[src/rtl/freq_trim_seq.sv]
// Oscillator trim campaign sequencer: walks N_OSC channels through the SAR frequency
// trimmer, capturing each channel's trim result or flagging a timeout.
module freq_trim_seq #(
  parameter int N_OSC  = 6,
  parameter int TW     = 16,
  parameter int TOW    = 20,
  parameter int SETTLE = 8
) (
  input  logic                rclk,
  input  logic                rstb,
  input  logic                start,
  input  logic                abort,
  input  logic [4*N_OSC-1:0]  msb_cfg,
  input  logic [TW*N_OSC-1:0] odiv_cfg,
  input  logic [TOW-1:0]      timeout_cyc,
  input  logic                trim_done,
  input  logic [TW-1:0]       trim_val,
  output logic [2:0]          osc_sel,
  output logic [3:0]          trim_msb,
  output logic [TW-1:0]       trim_odiv,
  output logic                trim_setb,
  output logic                busy,
  output logic                all_done,
  output logic                err,
  output logic [N_OSC-1:0]    res_valid,
  output logic [N_OSC-1:0]    res_to,
  input  logic [2:0]          rd_idx,
  output logic [TW-1:0]       rd_trim
);

  localparam logic [2:0] S_IDLE = 3'd0;
  localparam logic [2:0] S_LOAD = 3'd1;
  localparam logic [2:0] S_RUN  = 3'd2;
  localparam logic [2:0] S_CAPT = 3'd3;
  localparam logic [2:0] S_TOUT = 3'd4;
  localparam logic [2:0] S_NEXT = 3'd5;
  localparam logic [2:0] S_FIN  = 3'd6;

  localparam int             SCW         = $clog2(SETTLE);
  localparam logic [SCW-1:0] SETTLE_LAST = SCW'(SETTLE - 1);
  localparam logic [2:0]     IDX_LAST    = 3'(N_OSC - 1);

  logic [2:0]       state_q, state_d;
  logic [2:0]       idx_q, idx_d;
  logic [SCW-1:0]   scnt_q, scnt_d;
  logic [TOW-1:0]   tcnt_q, tcnt_d;
  logic [2:0]       sel_q, sel_d;
  logic [3:0]       msb_q, msb_d;
  logic [TW-1:0]    odiv_q, odiv_d;
  logic             setb_q, setb_d;
  logic             busy_q, busy_d;
  logic             all_done_q, all_done_d;
  logic             err_q, err_d;
  logic [N_OSC-1:0] valid_q, valid_d;
  logic [N_OSC-1:0] to_q, to_d;
  logic [TW-1:0]    res_trim_q [N_OSC];

  logic             done_meta_q, done_s_q, done_r_q, done_rise;
  logic             load_en, cap_en;
  logic [2:0]       load_idx;

  // trim_done comes from the oclk domain; only its synchronised rising edge is trusted.
  always_ff @(posedge rclk or negedge rstb) begin
    if (!rstb) begin
      done_meta_q <= 1'b0;
      done_s_q    <= 1'b0;
      done_r_q    <= 1'b0;
    end else begin
      // NOTE: non-blocking assignments make the three flops a real shift chain;
      // blocking ones would collapse it into a single stage.
      done_meta_q <= trim_done;
      done_s_q    <= done_meta_q;
      done_r_q    <= done_s_q;
    end
  end

  assign done_rise = done_s_q & ~done_r_q;

  always_comb begin
    // NOTE: every variable gets a default before the case so no path leaves one
    // unassigned, which would otherwise infer a latch.
    state_d    = state_q;
    idx_d      = idx_q;
    scnt_d     = scnt_q;
    tcnt_d     = tcnt_q;
    sel_d      = sel_q;
    msb_d      = msb_q;
    odiv_d     = odiv_q;
    setb_d     = setb_q;
    busy_d     = busy_q;
    all_done_d = all_done_q;
    err_d      = err_q;
    valid_d    = valid_q;
    to_d       = to_q;
    load_en    = 1'b0;
    load_idx   = idx_q;
    cap_en     = 1'b0;

    if (abort) begin
      state_d = S_IDLE;
      setb_d  = 1'b0;
      busy_d  = 1'b0;
    end else begin
      case (state_q)
        S_IDLE: if (start) begin
          idx_d      = 3'd0;
          valid_d    = '0;
          to_d       = '0;
          err_d      = 1'b0;
          all_done_d = 1'b0;
          busy_d     = 1'b1;
          load_en    = 1'b1;
          load_idx   = 3'd0;
        end
        S_LOAD: begin
          sel_d  = idx_q;
          msb_d  = msb_cfg[4*idx_q +: 4];
          odiv_d = odiv_cfg[TW*idx_q +: TW];
          if (scnt_q == '0) begin
            state_d = S_RUN;
            setb_d  = 1'b1;
            tcnt_d  = timeout_cyc;
          end else begin
            scnt_d = scnt_q - 1'b1;
          end
        end
        // A done already high on entry never produces done_rise, so it is ignored.
        S_RUN: begin
          if (done_rise)          state_d = S_CAPT;
          else if (tcnt_q == '0)  state_d = S_TOUT;
          else                    tcnt_d  = tcnt_q - 1'b1;
        end
        S_CAPT: begin
          cap_en         = 1'b1;
          valid_d[idx_q] = 1'b1;
          setb_d         = 1'b0;
          state_d        = S_NEXT;
        end
        S_TOUT: begin
          to_d[idx_q] = 1'b1;
          err_d       = 1'b1;
          setb_d      = 1'b0;
          state_d     = S_NEXT;
        end
        S_NEXT: begin
          setb_d = 1'b0;
          if (idx_q == IDX_LAST) begin
            state_d = S_FIN;
          end else begin
            idx_d    = idx_q + 3'd1;
            load_en  = 1'b1;
            load_idx = idx_q + 3'd1;
          end
        end
        S_FIN: begin
          busy_d     = 1'b0;
          all_done_d = 1'b1;
          state_d    = S_IDLE;
        end
        default: state_d = S_IDLE;
      endcase

      if (load_en) begin
        state_d = S_LOAD;
        scnt_d  = SETTLE_LAST;
        setb_d  = 1'b0;
        sel_d   = load_idx;
        msb_d   = msb_cfg[4*load_idx +: 4];
        odiv_d  = odiv_cfg[TW*load_idx +: TW];
      end
    end
  end

  always_ff @(posedge rclk or negedge rstb) begin
    if (!rstb) begin
      state_q    <= S_IDLE;
      idx_q      <= 3'd0;
      scnt_q     <= '0;
      tcnt_q     <= '0;
      sel_q      <= 3'd0;
      msb_q      <= 4'd0;
      odiv_q     <= '0;
      setb_q     <= 1'b0;
      busy_q     <= 1'b0;
      all_done_q <= 1'b0;
      err_q      <= 1'b0;
      valid_q    <= '0;
      to_q       <= '0;
    end else begin
      state_q    <= state_d;
      idx_q      <= idx_d;
      scnt_q     <= scnt_d;
      tcnt_q     <= tcnt_d;
      sel_q      <= sel_d;
      msb_q      <= msb_d;
      odiv_q     <= odiv_d;
      setb_q     <= setb_d;
      busy_q     <= busy_d;
      all_done_q <= all_done_d;
      err_q      <= err_d;
      valid_q    <= valid_d;
      to_q       <= to_d;
    end
  end

  // trim_val is sampled two cycles after done_s rises, so it is stable by CAPT.
  always_ff @(posedge rclk or negedge rstb) begin
    if (!rstb) begin
      // NOTE: the result array is reset because it is only N_OSC words and rd_trim
      // must read 0 before a capture; larger storage would normally stay unreset.
      for (int i = 0; i < N_OSC; i++) res_trim_q[i] <= '0;
    end else if (cap_en) begin
      res_trim_q[idx_q] <= trim_val;
    end
  end

  always_comb begin
    rd_trim = '0;
    if (int'(rd_idx) < N_OSC) rd_trim = res_trim_q[rd_idx];
  end

  assign osc_sel   = sel_q;
  assign trim_msb  = msb_q;
  assign trim_odiv = odiv_q;
  assign trim_setb = setb_q;
  assign busy      = busy_q;
  assign all_done  = all_done_q;
  assign err       = err_q;
  assign res_valid = valid_q;
  assign res_to    = to_q;

endmodule
[config.mk]
export PLATFORM = sky130hd
export DESIGN_NAME = freq_trim_seq
export DESIGN_NICKNAME = d
export VERILOG_FILES = /design/src/rtl/freq_trim_seq.sv
export SDC_FILE = /design/constraint.sdc
export NUM_CORES = 1
export LEC_CHECK = 0
export BUFFER_PORTS_ARGS = -buffer_cell sky130_fd_sc_hd__buf_2
export CAP_MARGIN = 30
export CORE_MARGIN = 2
export CORE_UTILIZATION = 25
export DETAILED_ROUTE_END_ITERATION = 8
export PLACE_DENSITY = 0.53
export REMOVE_ABC_BUFFERS = 1
export SLEW_MARGIN = 30
export SYNTH_ARGS = -nofsm -noshare
export SYNTH_HDL_FRONTEND = slang
export SYNTH_SLANG_ARGS = --single-unit
[constraint.sdc]
create_clock -name rclk -period 3.4 [get_ports rclk]
set_input_delay 0.34 -clock rclk [delete_from_list [all_inputs] [get_ports rclk]]
set_output_delay 0.34 -clock rclk [all_outputs]
set_load 0.02 [all_outputs]
== Word level (Yosys, flattened, before mapping) ==
Cells that the tools add are included.
Storage, ports and cells
  bits in registers: 167
  output and inout bits: 55
Cells by class
  add/sub/neg operators: 3
  $lt $le $gt $ge: 6
  equality and inequality tests: 17
  shifts and indexed selects: 4
  muxes and demuxes: 52
  bitwise gates (word level): 7
  reduce and logical (&&, ||, !) cells: 23
Operators with widths (count)
  $shiftx A96 B8 Y16: 2
  $bwmux W96: 1
  $mux W16: 6
  $mux W20: 3
  $bmux W16 S3: 1
  $demux W16 S3: 1
  $shiftx A24 B6 Y4: 2
  $mux W3: 14
  $pmux W20 S2: 1
  $pmux W6 S2: 2
  $logic_not A20 Y1: 1
  $sub A20 B1 Y20 const B: 1
  $pmux W3 S5: 1
  $eq A3 B3 Y1 const B: 4
  $mux W1: 12
  $or A6 B6 Y6: 2
  $reduce_and A3 Y1: 4
  $pmux W1 S2: 5
  $reduce_bool A2 Y1: 5
  $ge A4 B4 Y1 const B: 2
  $mux W4: 2
  $ne A2 B2 Y1 const B: 4
  $ne A4 B4 Y1 const B: 2
  $not A3 Y4: 2
  other kinds (25): 32

== Depth between registers and ports, before layout ==
Gate-level depths: netlist of the first run.
  word-level depth: 6
  gate-level depth with buffers: 12
  gate-level depth less buffers: 8

== Worst setup path before layout of the first run ==
Ideal clock, no wire load.
  kind: flip-flop to flip-flop
  start point: register idx_q[1]
  end point: register msb_q[3], in the netlist trim_msb[3]
  setup time: 126 ps
  data arrival time: 2303 ps
  data required time: 3274 ps
  slack: 971 ps
  cell stages (with the launch flop): 12
  path buffers: 4
  clock period less this slack: 2429 ps
  cells stage by stage: dfrtp_1 -> clkbuf_1 -> inv_1 -> ha_1 -> and2_4 -> buf_6 -> xnor2_1 -> a22o_1 -> buf_6 -> buf_6 -> mux2_4 -> a221o_1
On the way
  cells in the longest elaborated chain, start to end: 6
  elaborated cells on any way between the ends: 15
  classes of those cells: add/sub (1); eq/ne (1); shift (2); mux (9); reduce/logical (2)
Ends and longest elaborated chain
  start: declaration: line 44  | logic [2:0] idx_q, idx_d;
  start signal: assignment: line 191  | idx_q <= idx_d;
  $add A3 B1 Y3 or $eq A3 B3 Y1 (tied branches): line 152, 147
  $mux W3 or $mux W1 (tied branches)
  $pmux W3 S2 or $pmux W1 S2 (tied branches): line 104  | case (state_q)
  $mux W3 or $mux W1 (tied branches): line 99  | if (abort) begin
  $shiftx A24 B6 Y4 or $reduce_bool A2 Y1 (tied branches)
  $mux W4 or $reduce_and A2 Y1 (tied branches)
  end signal: assignment: line 195  | msb_q <= msb_d;
  end: declaration: line 48  | logic [3:0] msb_q, msb_d;
Several ways; a longest one is shown, not always the timed one. The select of a mux whose other input is x is not followed.
A chain may end at the register's enable or synchronous reset.

== Worst setup path in the final report of the first run ==
  start point: register idx_q[1]
  end point: register odiv_q[13], in the netlist trim_odiv[13]
On the way
  cells in the longest elaborated chain, start to end: 6
  elaborated cells on any way between the ends: 15
  classes of those cells: add/sub (1); eq/ne (1); shift (2); mux (9); reduce/logical (2)
Ends and longest elaborated chain
  $add A3 B1 Y3 or $eq A3 B3 Y1 (tied branches): line 152, 147
  $mux W3 or $mux W1 (tied branches)
  $pmux W3 S2 or $pmux W1 S2 (tied branches): line 104
  $mux W3 or $mux W1 (tied branches): line 99
  $shiftx A96 B8 Y16 or $reduce_bool A2 Y1 (tied branches)
  $mux W16 or $reduce_and A2 Y1 (tied branches)
  end signal: assignment: line 196  | odiv_q <= odiv_d;
  end: declaration: line 49  | logic [TW-1:0] odiv_q, odiv_d;
Several ways; a longest one is shown, not always the timed one. The select of a mux whose other input is x is not followed.

==> results of run 1 <==
how the worst max path moves through the flow:
stage,end,slack [ns],cells past startpoint
3_5_place_dp,trim_odiv[13]$_DFFE_PN0P_,0.59,8
4_1_cts,trim_odiv[13]$_DFFE_PN0P_,0.60,8
6_report,trim_odiv[13]$_DFFE_PN0P_,0.61,8
5_1_grt,trim_odiv[9]$_DFFE_PN0P_,0.36,8
3_3_place_gp,trim_msb[3]$_DFFE_PN0P_,0.63,8
2_1_floorplan,trim_odiv[15]$_DFFE_PN0P_,-0.42,7
worst reg2reg max path, delay by kind of cell (launching register included):
family | cells | cell delay [ns]
AO/OA/AOI/OAI | 2 | 0.88
XOR/XNOR | 1 | 0.16
adder cells (fa/ha/maj) | 1 | 0.23
buffers and inverters | 2 | 0.43
flip-flops | 1 | 0.50
multiplexers | 1 | 0.32
AND/OR/NAND/NOR | 1 | 0.17
registers in the layout, summed over array words and instances (netlist names), 3 cells and up:
name,cells
idx_q,3
tcnt_q,20
trim_odiv,16
res_to,6
res_trim_q,96
osc_sel,3
state_q,3
scnt_q,3
trim_msb,4
res_valid,6
cell usage after synthesis (2+ instances only):
cell type / n
sky130_fd_sc_hd__dfrtp_1: 167
sky130_fd_sc_hd__mux2_2: 118
sky130_fd_sc_hd__o21ai_0: 54
sky130_fd_sc_hd__nand2_1: 46
sky130_fd_sc_hd__nor2_1: 43
sky130_fd_sc_hd__mux2i_1: 38
sky130_fd_sc_hd__a21oi_1: 37
sky130_fd_sc_hd__inv_1: 32
sky130_fd_sc_hd__clkbuf_1: 27
sky130_fd_sc_hd__a221o_1: 21
sky130_fd_sc_hd__o22ai_1: 20
sky130_fd_sc_hd__mux2_4: 18
sky130_fd_sc_hd__mux4_2: 16
sky130_fd_sc_hd__buf_2: 15
sky130_fd_sc_hd__nor3_1: 12
sky130_fd_sc_hd__buf_6: 7
sky130_fd_sc_hd__nand2b_1: 7
sky130_fd_sc_hd__a22oi_1: 6
sky130_fd_sc_hd__a31oi_1: 6
sky130_fd_sc_hd__ha_1: 6
sky130_fd_sc_hd__nor2b_1: 6
sky130_fd_sc_hd__a32oi_1: 5
sky130_fd_sc_hd__or3_1: 5
sky130_fd_sc_hd__nand3_1: 4
sky130_fd_sc_hd__and2_1: 3
sky130_fd_sc_hd__and3_1: 3
sky130_fd_sc_hd__clkbuf_2: 3
sky130_fd_sc_hd__nand3b_1: 3
sky130_fd_sc_hd__nor3b_1: 3
sky130_fd_sc_hd__nor4_1: 3
sky130_fd_sc_hd__o21ai_1: 3
sky130_fd_sc_hd__a21o_1: 2
sky130_fd_sc_hd__a2bb2oi_1: 2
sky130_fd_sc_hd__buf_1: 2
sky130_fd_sc_hd__buf_4: 2
sky130_fd_sc_hd__nor3_2: 2
sky130_fd_sc_hd__or2_2: 2
layout make-up:
type	count	area, um2
Sequential cell	167	4179
Fill cell	3677	24250
Multi-Input combinational cell	519	4304
Clock inverter	9	92.59
Clock buffer	23	478.0
Tap cell	461	576.8
Timing Repair Buffer	241	1313
Inverter	32	120.1
per-layer routing:
metal	share of wire [%]	track usage [%]
met3	5.3	3.128
met1	45	17.39
met2	49	23.15
met4	1.1	3.347
met5	0.045	0
per-stage QoR:
stage	TNS [ns]	cell area [um2]	power, mW	utilization, %	cells
6_report	0	11060	5.288	31.33	1452
5_1_grt	0	11060	5.581	31.33	1452
4_1_cts	0	11060	5.378	31.33	1452
3_5_place_dp	0	10470	3.416	29.66	1418
3_3_place_gp	0	10470	3.404	29.66	1418
2_1_floorplan	-7.413	8584	2.976	-	718
layout by cell type (no fill, tap or decap), drive strengths merged, types with 2 or more instances in the layout:
cell / n
a221o: 21
clkbuf: 23
mux2i: 38
clkinvlp: 2
a2bb2oi: 2
a21oi: 38
mux2: 137
nor3b: 3
dlygate4sd3: 2
o21ai: 58
nand3: 4
nand2: 47
buf: 239
nor2: 43
mux4: 16
and3: 3
a21o: 2
a31oi: 6
nand3b: 3
o22ai: 20
or2: 2
inv: 34
nor4: 4
clkinv: 4
nor3: 14
ha: 6
and2: 4
a22oi: 6
a32oi: 5
or3: 5
nand2b: 7
nor2b: 6
dfrtp: 167
kinds of logic after synthesis:
family	after synthesis	synth area share [%]
multiplexers	191	26.48
AO/OA/AOI/OAI	168	12.11
buffers and inverters	88	4.651
AND/OR/NAND/NOR	153	8.739
XOR/XNOR	1	0.09868
flip-flops	167	47.08
adder cells (fa/ha/maj)	6	0.8456
report_power, final:
part           internal, mW  switching (mW)  leakage [nW]  total, mW
Combinational         0.434           0.573          2.76       1.01
Sequential             2.20           0.163          2.25       2.37
Clock                  1.08           0.838         0.276       1.91
Total                  3.71            1.57          5.28       5.29
==> results.toml, run 1 <==
[logic_synthesis]
seq_area_frac_synth_pct = 47.08
synth.ff_latch_count = 167
synthesis.instances = 774
number_of_enable_flip_flop_cells_after_synthesis = 0
syn-cell-area_um2 = 8877
dominantRegCellSynth = "sky130_fd_sc_hd__dfrtp_1"
synth_top_area_share_pct = 47.08
synth_largest_area_cell = "sky130_fd_sc_hd__dfrtp_1"
postSynth.asyncResetShare_pct = 100.0
synthesis.yosys.warnings = 0
synthTopCellsByArea = "sky130_fd_sc_hd__dfrtp_1 (47%), sky130_fd_sc_hd__mux2_2 (15%), sky130_fd_sc_hd__mux2i_1 (4.3%), sky130_fd_sc_hd__mux4_2 (4.1%), sky130_fd_sc_hd__mux2_4 (3.0%)"
synth.lib_cells_used.distinct = 62
syn_area_per_cell_um2 = 11.47

[worst_setup_path]
cpLargestDelayFamily = "compound AO/OA/AOI/OAI gates"
crit_path_top_delay_cell = "sky130_fd_sc_hd__a22o_4"
beginning_of_the_worst_register_to_register_path = "idx_q[1]$_DFFE_PN0N_"
critPathMaxFanout = 37
endpoint_of_the_most_critical_register_to_register_path = "trim_odiv[13]$_DFFE_PN0P_"
required_time_reported_for_the_critical_path_endpoint_ns = 3.72
reg2reg_depth = 8
crit_arrival_ns = 3.11
worst-r2r-setup-slack_ns = 0.61
end_kind = "register"
path_buf_inv = 2
crit_chain = "inv_1 -> ha_1 -> and2_4 -> xnor2_1 -> a22o_4 -> buf_12 -> mux2_4 -> a221o_1"
critPathKind = "register to register"
worst_setup_path_start_kind = "register"
worstSetupStartpoint = "idx_q[1]$_DFFE_PN0N_"
cpPeakStageDelay_ns = 0.54

[floorplanning]
core_area_um2 = 35310
num_io_pins = 219
num_rows = 69
initial_utilization_pct = 25.14
die-height_um = 192.4
die_w_um = 192.4
die_area_um2 = 37030

[status]
outcome = "completed"

[cells_and_area]
area_growth_syn_to_layout_pct = 24.62
layout.nets = 1148
final_layout_size_suffix_gt1_share_pct = 43.90
antenna-diode-count = 0

[drt]
drcViolationCount = 0
vias = 6810
post_drt_wl_per_cell_um = 16.98
detailedRoute.firstIterationViolations = 330
route.detailed.vias_per_inst = 4.690
detail-route-antenna-nets = 0
drt_wl_total_um = 24650
drt-pass1-iter-count = 5

[timing]
report.final.setup_viol = 0
post-route-worst-setup-slack_ns = 0.6089
slew_at_the_pin_closest_to_its_max_slew_limit_ns = 0.9707
fin_clk_skew_ns = 0.009423
post-route-period-util_pct = 82.09
report.final.hold_viol_count = 0
grt_setup_unrepaired = "false"
fin_crit_ns = 2.791
final-max-slew-violation-count = 0
hold_ws_ns = 0.1918
worst_slew_margin_relative_to_its_limit_pct = 35.13
clock.fmax_mhz = 358.3

[worst_hold_path]
holdCritStartpoint = "timeout_cyc[1]"
holdPathEnd = "tcnt_q[1]$_DFFE_PN0P_"
min_delay_worst_type = "input pin to register"
min_path_cells = 3

[placement]
hpwl_after_detailed_placement_um = 17200
pre_cts_ws_ns = 0.5870
globalplace.congestion = 0.7918
port-buffer-count = 218

[pwr]
power-per-cell-area_nw_per_um2 = 478.0
power_leakage_nw = 5.279
ir_drop_mv = 0.3497

[global_route]
grt_first_pass_wirelength_um = 38760
gr-total-overflow = 0
grt_max_degree = 76
antenna_found_initial = 1
first_global_vias = 6951
globalRouteTotalUtil_pct = 13.59

[clock_tree]
max-clock-path-buffers = 2
cts_tree = "done"
cts-htree-levels = 4
cts.reportedPaths.clkPinSlew_ns = 0.07
postCtsHoldBufs = 2
cts_made_buffers = 17
cts_sinks = 167
post_cts_resize_count = 0
cts_root_buffer = "sky130_fd_sc_hd__clkbuf_16"
clk_latency_ns = 0.43
post_cts.repair.setup_buffers = 0

[job]
maxCapViolCount = 0
Power figures use the tool's default switching activity.
==> run 2: changes to the inputs <==
- PLACE_DENSITY: 0.53 -> 0.54
- clock period: 3.4 -> 2.3 ns (I/O delays scaled with it)
==> results.toml, run 2 (synthesis results as in run 1) <==
[pwr]
power_leakage_nw = 5.619
ir_drop_mv = 0.5283
power-per-cell-area_nw_per_um2 = 697.2
report.power.total_mw = 8.170

[timing]
clock.fmax_mhz = 442.7
grt_setup_unrepaired = "true"
slew_at_the_pin_closest_to_its_max_slew_limit_ns = 0.7476
post-route-worst-setup-slack_ns = 0.04105
final.setup.tns_ns = 0
worst_slew_margin_relative_to_its_limit_pct = 50.16
report.final.hold_viol_count = 0
fin_clk_skew_ns = 0.01038
post-route-period-util_pct = 98.22
final-max-slew-violation-count = 0
report.final.setup_viol = 0
hold_ws_ns = 0.05875
fin_crit_ns = 2.259

[cells_and_area]
layout.nets = 1194
layout_commonest_cell = "sky130_fd_sc_hd__buf_2"
final_layout_size_suffix_gt1_share_pct = 47.83
max_reg_flops = 96
largest_register = "res_trim_q"
area_growth_syn_to_layout_pct = 32.01
mostFrequentLayoutCells = "sky130_fd_sc_hd__buf_2 (217), sky130_fd_sc_hd__dfrtp_1 (165), sky130_fd_sc_hd__mux2_2 (112), sky130_fd_sc_hd__nand2_1 (46)"
finish.utilization_pct = 33.19
antenna-diode-count = 0

[worst_hold_path]
min_delay_worst_type = "input pin to register"
holdPathEnd = "tcnt_q[1]$_DFFE_PN0P_"
min_path_cells = 3
holdCritStartpoint = "timeout_cyc[1]"

[floorplanning]
die_w_um = 192.4
initial_utilization_pct = 25.14
core_area_um2 = 35310
num_rows = 69
die-height_um = 192.4
num_io_pins = 219
die_area_um2 = 37030

[worst_setup_path]
critPathMaxFanout = 8
critPathKind = "register to register"
crit_chain = "and3b_2 -> a21oi_4 -> buf_12 -> a22o_4 -> buf_4 -> mux2_4 -> a221o_1"
cpPeakStageDelay_ns = 0.46
reg2reg_depth = 7
crit_path_top_delay_cell = "sky130_fd_sc_hd__dfrtp_2"
end_kind = "register"
worst-r2r-setup-slack_ns = 0.04
worst_setup_path_start_kind = "register"
endpoint_of_the_most_critical_register_to_register_path = "trim_odiv[0]$_DFFE_PN0P_"
required_time_reported_for_the_critical_path_endpoint_ns = 2.62
crit_arrival_ns = 2.58
beginning_of_the_worst_register_to_register_path = "state_q[0]$_DFFE_PN0P_"

[global_route]
globalRouteTotalUtil_pct = 13.60
first_global_vias = 6957
grt_first_pass_wirelength_um = 38490
grt_max_degree = 55
gr-total-overflow = 0
antenna_found_initial = 0

[clock_tree]
cts_made_buffers = 17
cts_sinks = 167
cts_tree = "done"
max-clock-path-buffers = 2
cts.reportedPaths.clkPinSlew_ns = 0.08
cts_root_buffer = "sky130_fd_sc_hd__clkbuf_16"
clk_latency_ns = 0.44
cts-htree-levels = 4

[job]
maxCapViolCount = 0

[status]
outcome = "completed"

[drt]
detail-route-antenna-nets = 0
drt-pass1-iter-count = 4
route.detailed.vias_per_inst = 4.684
post_drt_wl_per_cell_um = 16.89
vias = 7016
drt_wl_total_um = 25300
detailedRoute.firstIterationViolations = 248
drcViolationCount = 0

[placement]
port-buffer-count = 218
pre_cts_ws_ns = 0.01413
hpwl_after_detailed_placement_um = 17200
globalplace.congestion = 0.7902
==> run 2: layer usage <==
layer  GRT usage (%)  up-vias  routed length, um
li1                -     3342                  -
met4           4.140        0                320
met3           2.946       20               1089
met2           23.62      176              12750
met5               0        -                  0
met1           16.81     3478              11150
==> run 2: area by class of cell <==
| class | instances | area [um2] |
|---|---|---|
| timing repair buffer | 286 | 1823 |
| multi-input combinational | 520 | 4407 |
| clock buffer | 19 | 452.9 |
| sequential | 167 | 4182 |
| clock inverter | 13 | 157.7 |
| fill | 3608 | 23590 |
| tap | 461 | 576.8 |
| inverter | 32 | 120.1 |
==> run 2: how the worst max path moves through the flow <==
stage	to	start
2_1_floorplan	trim_odiv[15]$_DFFE_PN0P_	idx_q[1]$_DFFE_PN0N_
3_3_place_gp	trim_odiv[4]$_DFFE_PN0P_	state_q[0]$_DFFE_PN0P_
3_5_place_dp	trim_odiv[15]$_DFFE_PN0P_	idx_q[0]$_DFFE_PN0N_
4_1_cts	trim_odiv[15]$_DFFE_PN0P_	idx_q[1]$_DFFE_PN0N_
5_1_grt	trim_odiv[0]$_DFFE_PN0P_	state_q[0]$_DFFE_PN0P_
6_report	trim_odiv[0]$_DFFE_PN0P_	state_q[0]$_DFFE_PN0P_
==> run 2: power by group <==
part	switching (mW)	leakage (nW)	internal [mW]
sequential	0.227	2.24	3.26
combinational	0.896	3.08	0.752
clock	1.34	0.297	1.69
total	2.47	5.62	5.70
==> run 2: worst max-delay path: cells and delay by family (launching register included) <==
family | cells | cell delay [ns]
DFF | 1 | 0.46
and+or+nand+nor | 1 | 0.27
buffers and inverters | 2 | 0.35
muxes | 1 | 0.30
AOI/OAI and AO/OA | 3 | 0.76
==> run 2: what timing repair did <==
| action | CTS | global route |
|---|---|---|
| endpoints found under the hold margin | 52 | 0 |
| setup endpoints to repair | 1 | 26 |
| cloned | 0 | 3 |
| gates resized for setup | 1 | 38 |
| pin swaps | 0 | 15 |
| hold buffers | 2 | 0 |
| setup buffers | 0 | 8 |
==> run 2: stage by stage <==
stage          instance area, um2  std cells
2_1_floorplan                8584        718
3_3_place_gp                10840       1453
3_5_place_dp                10840       1453
4_1_cts                     11470       1487
5_1_grt                     11720       1498
6_report                    11720       1498
==> run 3: changes to the inputs <==
--- a/config.mk
+++ b/config.mk
@@ -12,2 +12,3 @@
 export DETAILED_ROUTE_END_ITERATION = 8
+export GPL_TIMING_DRIVEN = 0
 export PLACE_DENSITY = 0.54
==> constraint.sdc (replaced) <==
create_clock -name rclk -period 2.3 [get_ports rclk]
set_input_delay 0.115 -clock rclk [delete_from_list [all_inputs] [get_ports rclk]]
set_output_delay 0.115 -clock rclk [all_outputs]
set_load 0.02 [all_outputs]
==> results.toml, run 3 (synthesis results as in run 1) <==
[placement]
pre_cts_ws_ns = -0.6041
globalplace.congestion = 0.7424
port-buffer-count = 218
place_inst = 1407
hpwl_after_detailed_placement_um = 16630
place_area_um2 = 10490

[worst_setup_path]
crit_chain = "and3b_2 -> a21oi_4 -> a22o_4 -> buf_12 -> clkbuf_16 -> mux2_4 -> a221o_1"
required_time_reported_for_the_critical_path_endpoint_ns = 2.63
critPathMaxFanout = 8
end_kind = "register"
cpPeakStageDelay_ns = 0.53
crit_path_top_delay_cell = "sky130_fd_sc_hd__dfrtp_4"
critPathKind = "register to register"
worst_setup_path_start_kind = "register"
crit_arrival_ns = 2.63
path_buf_inv = 2
cpLargestDelayFamily = "compound AO/OA/AOI/OAI gates"

[drt]
detail-route-antenna-nets = 0
route.detailed.vias_per_inst = 4.718
detailedRoute.firstIterationViolations = 352
drcViolationCount = 0
drt-pass1-iter-count = 4
vias = 7270
drt_wl_total_um = 27350
post_drt_wl_per_cell_um = 17.75

[pwr]
report.power.total_mw = 8.396
switching_share_of_total_power_pct = 30.37
internal_power_contribution_mw = 5.846
power-per-cell-area_nw_per_um2 = 668.9
p_seq_share_pct = 42.0
power_frac_comb_pct = 20.4
power.clock.fraction_pct = 37.6
power_leakage_nw = 5.875
net-switching-power_mw = 2.549
ir_drop_mv = 0.5483

[floorplanning]
die-height_um = 192.4
num_rows = 69
die_area_um2 = 37030
num_io_pins = 219
die_w_um = 192.4
core_area_um2 = 35310
initial_utilization_pct = 25.14

[clock_tree]
cts.reportedPaths.clkPinSlew_ns = 0.07
max-clock-path-buffers = 2
cts_sinks = 167
clk_latency_ns = 0.44
cts-htree-levels = 4
cts_root_buffer = "sky130_fd_sc_hd__clkbuf_16"
cts_made_buffers = 17
cts_tree = "done"

[global_route]
globalRouteTotalUtil_pct = 14.24
first_global_vias = 7293
grt_max_degree = 78
grt_first_pass_wirelength_um = 40290
gr-total-overflow = 0
antenna_found_initial = 0

[timing]
hold_ws_ns = 0.02351
post-route-period-util_pct = 100.2
report.final.hold_viol_count = 0
report.final.setup_viol = 1
post-route-worst-setup-slack_ns = -0.004712
clock.fmax_mhz = 433.9
slew_at_the_pin_closest_to_its_max_slew_limit_ns = 0.8825
final-max-slew-violation-count = 0
worst_slew_margin_relative_to_its_limit_pct = 41.16
fin_crit_ns = 2.305
fin_clk_skew_ns = 0.009726
grt_setup_unrepaired = "true"

[status]
violated_checks = "setup timing"
outcome = "finished with violations"

[cells_and_area]
layout.nets = 1237
finalNonFillerCells = 1541
max_reg_flops = 96
finalInstanceArea_um2 = 12550
area_growth_syn_to_layout_pct = 41.39
largest_register = "res_trim_q"
final_layout_size_suffix_gt1_share_pct = 48.43
antenna-diode-count = 0
layout_commonest_cell = "sky130_fd_sc_hd__buf_2"
mostFrequentLayoutCells = "sky130_fd_sc_hd__buf_2 (218), sky130_fd_sc_hd__dfrtp_1 (161), sky130_fd_sc_hd__mux2_2 (110), sky130_fd_sc_hd__dlygate4sd3_1 (44), sky130_fd_sc_hd__nand2_1 (43)"

[job]
maxCapViolCount = 0

[worst_hold_path]
min_delay_worst_type = "input pin to register"
run 3: cell type report:
class	count	area [um2]
fillers	3551	22760
multi-input cells	524	4681
flip-flops and latches	167	4189
repair buffers	325	2337
well taps	461	576.8
clock buffers	18	439.2
clock inverters	14	206.4
inverters	32	122.6
run 3: power groups by stage:
stage	registers (mW)	logic, mW	clock network, mW
2_1_floorplan	3.60	0.798	0
3_3_place_gp	3.53	1.45	0
3_5_place_dp	3.54	1.50	0
4_1_cts	3.50	1.60	3.27
5_1_grt	3.58	1.90	3.38
6_report	3.52	1.72	3.16
run 3: layer usage:
layer  part of all wire (%)  global-route usage [%]
met1                     45                   18.57
met2                     50                   23.69
met3                    4.3                   2.910
met4                    1.4                   4.404
met5                      0                       0
run 3: worst register-to-register path, delay by kind of cell, from the launching register on:
family | cells | cell delay [ns]
AO/OA/AOI/OAI | 3 | 0.75
buffers and inverters | 2 | 0.34
flip-flops | 1 | 0.53
multiplexers | 1 | 0.30
AND/OR/NAND/NOR | 1 | 0.27
run 3: path summary, 6_finish.rpt:
check	start	end	slack (ns)	cells past startpoint
min	timeout_cyc[16]	tcnt_q[16]$_DFFE_PN0P_	0.02	3
max	state_q[2]$_DFFE_PN0P_	trim_odiv[7]$_DFFE_PN0P_	-0.005	7
min reg2reg	done_meta_q$_DFF_PN0_	done_s_q$_DFF_PN0_	0.35	0
min in group asynchronous	rstb	res_valid[2]$_DFFE_PN0P_	0.12	2
max reg2reg	state_q[2]$_DFFE_PN0P_	trim_odiv[7]$_DFFE_PN0P_	-0.005	7
max in group asynchronous	rstb	res_trim_q[77]$_DFFE_PN0P_	1.51	3
run 3: stage by stage:
| stage | utilization [%] | TNS (ns) |
|---|---|---|
| floorplan | - | -30.49 |
| global placement | 29.04 | -401.49 |
| detailed placement | 29.69 | -33.25 |
| CTS | 34.16 | -0.004272 |
| global route | 35.55 | -1.178 |
| finish | 35.55 | -0.004712 |
run 3: repair_timing:
action                                 CTS  global route
resized for setup                       47            56
gates cloned                             7             7
pin swaps                               11            30
buffers inserted                        20            24
endpoints found under the hold margin  286             0
hold buffers                            44             0
setup endpoints to repair              121            64
